File: src/rtl/game_pkg.sv
// Shared types and constants for the sudoku game sequencer.
package game_pkg;

  typedef enum logic [2:0] {
    ST_IDLE    = 3'd0,
    ST_LOADING = 3'd1,
    ST_PLAYING = 3'd2,
    ST_PAUSED  = 3'd3,
    ST_VICTORY = 3'd4,
    ST_DEFEAT  = 3'd5
  } state_t;

  localparam logic       EASY       = 1'b0;
  localparam logic       HARD       = 1'b1;
  localparam logic [1:0] STRIKE_MAX = 2'b11;

  // Strike count plus one, holding at STRIKE_MAX.
  function automatic logic [1:0] strike_inc(input logic [1:0] s);
    return (s == STRIKE_MAX) ? s : s + 2'd1;
  endfunction

endpackage

File: src/rtl/sec_tick_gen.sv
// One-second prescaler: counts 0..CLK_FREQ-1 while enabled, pulses tick on wrap.
module sec_tick_gen #(
  parameter int CLK_FREQ = 50_000_000
) (
  input  logic clk,
  input  logic rst_n,
  input  logic en,
  input  logic clr,
  output logic tick
);

  localparam int                CNT_W = (CLK_FREQ > 1) ? $clog2(CLK_FREQ) : 1;
  localparam logic [CNT_W-1:0] LAST  = CNT_W'(CLK_FREQ - 1);

  logic [CNT_W-1:0] r_cnt;

  // Tick is combinational so the timer advances on the same edge the prescaler wraps.
  assign tick = en && (r_cnt == LAST);

  // Prescaler: clear has priority, holds when not enabled.
  always_ff @(posedge clk or negedge rst_n) begin
    if (!rst_n) begin
      r_cnt <= '0;
    end else if (clr) begin
      r_cnt <= '0;
    end else if (en) begin
      r_cnt <= (r_cnt == LAST) ? '0 : r_cnt + CNT_W'(1);
    end
  end

endmodule

File: src/rtl/game_ctrl.sv
// Game sequencer: FSM plus elapsed-time, strike and difficulty registers.
module game_ctrl
  import game_pkg::*;
#(
  parameter int CLK_FREQ = 50_000_000,
  parameter int TIMER_W  = 11
) (
  input  logic               clk,
  input  logic               rst_n,
  input  logic               start,
  input  logic               pause,
  input  logic               difficulty_sel,
  input  logic               wrong_move,
  input  logic               board_ready,
  input  logic               victory_condition,
  input  logic               defeat_condition,
  output logic               load_board,
  output logic [2:0]         state,
  output logic [TIMER_W-1:0] timer,
  output logic [1:0]         strikes,
  output logic               difficulty,
  output logic               game_over
);

  localparam logic [TIMER_W-1:0] TIMER_MAX = '1;

  state_t             r_state;
  state_t             w_state_next;
  logic [TIMER_W-1:0] r_timer,  w_timer_next;
  logic [1:0]         r_strikes, w_strikes_next;
  logic               r_difficulty, w_difficulty_next;
  logic               r_load_board, w_load_board_next;
  logic               r_game_over, w_game_over_next;
  logic               w_end;
  logic               w_live;
  logic               w_tick;
  logic               w_tick_clr;

  // Counters only advance in a PLAYING cycle that is not ending the game,
  // so the frozen end-screen values are the ones that caused the end.
  assign w_end      = victory_condition || defeat_condition;
  assign w_live     = (r_state == ST_PLAYING) && !w_end;
  assign w_tick_clr = (r_state == ST_IDLE) || (r_state == ST_LOADING);

  sec_tick_gen #(.CLK_FREQ(CLK_FREQ)) u_tick (
    .clk  (clk),
    .rst_n(rst_n),
    .en   (w_live),
    .clr  (w_tick_clr),
    .tick (w_tick)
  );

  // Next-state and next-register computation.
  always_comb begin
    w_state_next      = r_state;
    w_timer_next      = r_timer;
    w_strikes_next    = r_strikes;
    w_difficulty_next = r_difficulty;
    w_load_board_next = 1'b0;

    case (r_state)
      ST_IDLE: begin
        if (start) begin
          w_state_next      = ST_LOADING;
          w_difficulty_next = difficulty_sel;
          w_load_board_next = 1'b1;
        end
      end
      ST_LOADING: if (board_ready) w_state_next = ST_PLAYING;
      ST_PLAYING: begin
        if (victory_condition)     w_state_next = ST_VICTORY;
        else if (defeat_condition) w_state_next = ST_DEFEAT;
        else if (pause)            w_state_next = ST_PAUSED;
      end
      ST_PAUSED:  if (pause) w_state_next = ST_PLAYING;
      ST_VICTORY, ST_DEFEAT: if (start) w_state_next = ST_IDLE;
      default:    w_state_next = ST_IDLE;
    endcase

    if (w_state_next == ST_IDLE) begin
      w_timer_next   = '0;
      w_strikes_next = '0;
    end else if (w_live) begin
      if (w_tick && (r_timer != TIMER_MAX)) w_timer_next = r_timer + TIMER_W'(1);
      if (wrong_move) w_strikes_next = strike_inc(r_strikes);
    end

    w_game_over_next = (w_state_next == ST_VICTORY) || (w_state_next == ST_DEFEAT);
  end

  // State and output registers.
  always_ff @(posedge clk or negedge rst_n) begin
    if (!rst_n) begin
      r_state      <= ST_IDLE;
      r_timer      <= '0;
      r_strikes    <= '0;
      r_difficulty <= EASY;
      r_load_board <= 1'b0;
      r_game_over  <= 1'b0;
    end else begin
      r_state      <= w_state_next;
      r_timer      <= w_timer_next;
      r_strikes    <= w_strikes_next;
      r_difficulty <= w_difficulty_next;
      r_load_board <= w_load_board_next;
      r_game_over  <= w_game_over_next;
    end
  end

  assign state      = r_state;
  assign timer      = r_timer;
  assign strikes    = r_strikes;
  assign difficulty = r_difficulty;
  assign load_board = r_load_board;
  assign game_over  = r_game_over;

endmodule

File: config.mk
export PLATFORM = sky130hd
export DESIGN_NAME = game_ctrl
export DESIGN_NICKNAME = d
export VERILOG_FILES = /design/src/rtl/game_pkg.sv /design/src/rtl/sec_tick_gen.sv /design/src/rtl/game_ctrl.sv
export SDC_FILE = /design/constraint.sdc
export NUM_CORES = 1
export LEC_CHECK = 0
export ABC_AREA = 0
export ABC_CLOCK_PERIOD_IN_PS = 4400
export CAP_MARGIN = 20
export CORE_MARGIN = 1
export CORE_UTILIZATION = 30
export DETAILED_ROUTE_END_ITERATION = 10
export GPL_TIMING_DRIVEN = 0
export HOLD_SLACK_MARGIN = 0.03
export PLACE_DENSITY_LB_ADDON = 0.05
export SETUP_SLACK_MARGIN = 0.1
export SYNTH_ARGS = -nofsm -noshare
export SYNTH_HDL_FRONTEND = slang
export SYNTH_HIERARCHICAL = 1
export SYNTH_SLANG_ARGS = --single-unit
File: constraint.sdc
create_clock -name clk -period 4.4 [get_ports clk]
set_input_delay 0.88 -clock clk [delete_from_list [all_inputs] [get_ports clk]]
set_output_delay 0.88 -clock clk [all_outputs]
set_load 0.02 [all_outputs]
==> flow_summary.ini <==
[power_and_ir_drop]
power_mw = 1.119
vdd_drop_max_v = 0.0001577
p_leak_nw = 1.171
powerDensity_nw_per_um2 = 362.1

[placed_design]
placed_cell_area_um2 = 2995
dp_cells = 416
dp_hpwl_um = 4955
portBuffers = 27
place_congestion = 0.7900
post-place-ws_ns = -0.2855

[detailed_routing]
wl_um = 6843
drt-pass1-iter-count = 6
drc = 0
avgRoutedWirePerCell_um = 16.18
drt_iter0_markers = 83
final_antenna_net_count = 0
vias = 2340
viasPerCell = 5.532

[grt]
grt-ovfl-total = 0
grt_pass1_vias = 2214
grt_antenna_before_repair = 0
grt_usage_pct = 16.66
grt_max_degree = 31
grt_first_pass_wirelength_um = 11410

[critical_path]
startpoint = defeat_condition
critical_path_peak_fanout = 10
r2r_end = timer[6]
critPathCaptureType = flop
worstSetupPathType = input port to flop
r2r_setup_slack_ns = 0.85
rr_worst_depth = 12
r2r-start = state[2]
cp.required_ns = 4.63
critPathLaunchType = input port
worstPathArrival_ns = 4.26

[synth]
synth_warnings = 6
synth_area_um2 = 2579
yosysUniqueCellTypes = 44
synth_seq_cells = 45
synth_area_per_cell_um2 = 9.112
syn-num-nets = 295
synthCells = 283
async_flop_share_pct = 100.0
ys_seq_area_share_pct = 43.67
synth_edf_count = 0
yosys_most_used_dff = dfrtp_1

[finish]
mostFrequentLayoutCell = dfrtp_1
seq_area_um2 = 1126
multi_input_area_um2 = 1341
fin_nets = 330
syn_to_final_growth_pct = 19.80
fin_area_um2 = 3089
antennaDiodeCount = 0
stdcell_count = 423
final_cell_mix = dfrtp_1, clkdlybuf4s50_1, nand2_1, nor2_1, a21oi_1
fillers = 848
drive_gt1_share_pct = 7.862

[run]
maxCapViolCount = 0

[sta]
hold_viol_final = 0
min_period_ns = 4.031
finClkSkew_ns = 0.01264
fmax_ghz = 0.2481
worst_slack_ns = 0.3687
worst_pin_slew_ns = 0.7252
rsz0062_at_grt = no
holdWs_ns = 0.5033
finalSetupViolations = 0
maxSlewHeadroom_pct = 51.28
period_share_pct = 91.62
drv_slew = 0

[worst_hold_path]
hold_path.class = input port to async pin

[die]
core_area_um2 = 8258
rows = 33
io_pins = 28
die_y_um = 94.72
start_util_pct = 31.23
die_x_um = 94.72
die_area_um2 = 8971

[cts]
clock_latency_ns = 0.30
postCtsSetupRepairBufs = 0
path_clk_slew_ns = 0.09
cts_tree = done
h-tree-depth = 2
cts.root.buffer_cell = clkbuf_8
cts_inserted_buffers = 5
cts.path.max_buffers = 2
hold_buffers = 0
cts_num_sinks = 45

[run_status]
outcome = finished clean
-- synthesized netlist by cell type, types with 2 or more instances --
cell | number | area share [%]
a21oi_1 | 21 | 4.1
a31oi_1 | 3 | 0.73
and2_1 | 2 | 0.49
and3_1 | 9 | 2.2
and4_1 | 5 | 1.7
buf_2 | 3 | 0.58
buf_4 | 2 | 0.58
buf_6 | 3 | 1.3
clkbuf_1 | 4 | 0.58
dfrtp_1 | 45 | 44
ha_1 | 3 | 1.5
inv_1 | 9 | 1.3
mux2i_1 | 2 | 0.78
nand2_1 | 23 | 3.3
nand2b_1 | 2 | 0.49
nand3_1 | 16 | 3.1
nand4_1 | 14 | 3.4
nor2_1 | 21 | 3.1
nor3_1 | 10 | 1.9
nor4_1 | 7 | 1.7
nor4b_1 | 2 | 0.68
o211ai_1 | 3 | 0.87
o21a_1 | 2 | 0.58
o21ai_0 | 7 | 1.4
o31ai_1 | 17 | 4.9
o32ai_1 | 2 | 0.68
o41ai_1 | 2 | 0.68
or3_1 | 10 | 2.4
or4_1 | 12 | 3.5
xnor2_1 | 3 | 1.0
xor2_1 | 6 | 2.0
-- cell type report --
class	count	area share (%)
well taps	105	4.253
repair buffers	28	9.235
flip-flops and latches	45	36.45
inverters	9	1.094
multi-input cells	216	43.42
clock buffers	7	2.795
plain buffers	13	2.754
-- per-layer routing --
metal	part of all wire (%)	track usage, %	vias up
met1	52	24.39	1132
li1	-	-	1143
met3	3.6	2.657	8
met5	0	0	-
met4	1.5	5.682	0
met2	43	24.70	57
-- flip-flops by register name (all words and copies together) (netlist names) --
register,count
game_over,1
difficulty,1
timer,11
u_tick/r_cnt,26
load_board,1
state,3
strikes,2
-- repair_timing --
| action | 4_1_cts | 5_1_grt |
|---|---|---|
| pin swaps | 0 | 0 |
| resized for setup | 1 | 2 |
| setup endpoints to repair | 2 | 3 |
| cloned | 0 | 0 |
| hold endpoints to repair | 0 | 0 |
-- stage by stage --
step | setup TNS, ns | utilization [%]
finish | 0 | 37.41
CTS | 0 | 37.39
floorplan | 0 | -
detailed placement | -0.7810 | 36.27
global route | 0 | 37.41
global placement | -0.9260 | 36.09
-- worst max-delay path, stage by stage --
cell and delay (ns):
clkdlybuf4s50_1 0.44, or4b_1 0.53, buf_2 0.18, nor2_1 0.21, clkbuf_2 0.28, inv_1 0.12
nor4_2 0.40, nand2_1 0.12, or3_1 0.31, clkbuf_2 0.17, or4_1 0.48, a21oi_1 0.14
-- kinds of logic (layout without fill, tap and decap cells) --
logic type,count (synthesis),in the layout,synth area share (%)
AO/OA/AOI/OAI,62,62,15.67
XOR/XNOR,9,9,3.057
adder cells (fa/ha/maj),3,3,1.456
buffers and inverters,22,57,4.560
flip-flops,45,45,43.67
multiplexers,3,3,1.213
AND/OR/NAND/NOR,139,139,30.37
-- power breakdown --
group / internal, mW / total, mW / leakage (nW) / switching (mW)
clock: 0.125 / 0.266 / 0.0443 / 0.141
combinational: 0.140 / 0.382 / 0.505 / 0.242
sequential: 0.444 / 0.470 / 0.621 / 0.0261
-- worst max path at each step --
stage / to / slack, ns / depth (start not counted)
6_report: timer[6] / 0.37 / 12
5_1_grt: timer[6] / 0.10 / 12
3_5_place_dp: timer[4] / -0.29 / 12
4_1_cts: timer[4] / 0.15 / 12
2_1_floorplan: timer[4] / 0.77 / 11
3_3_place_gp: timer[4] / -0.31 / 12
No activity file was read; power rests on OpenSTA's default activity.
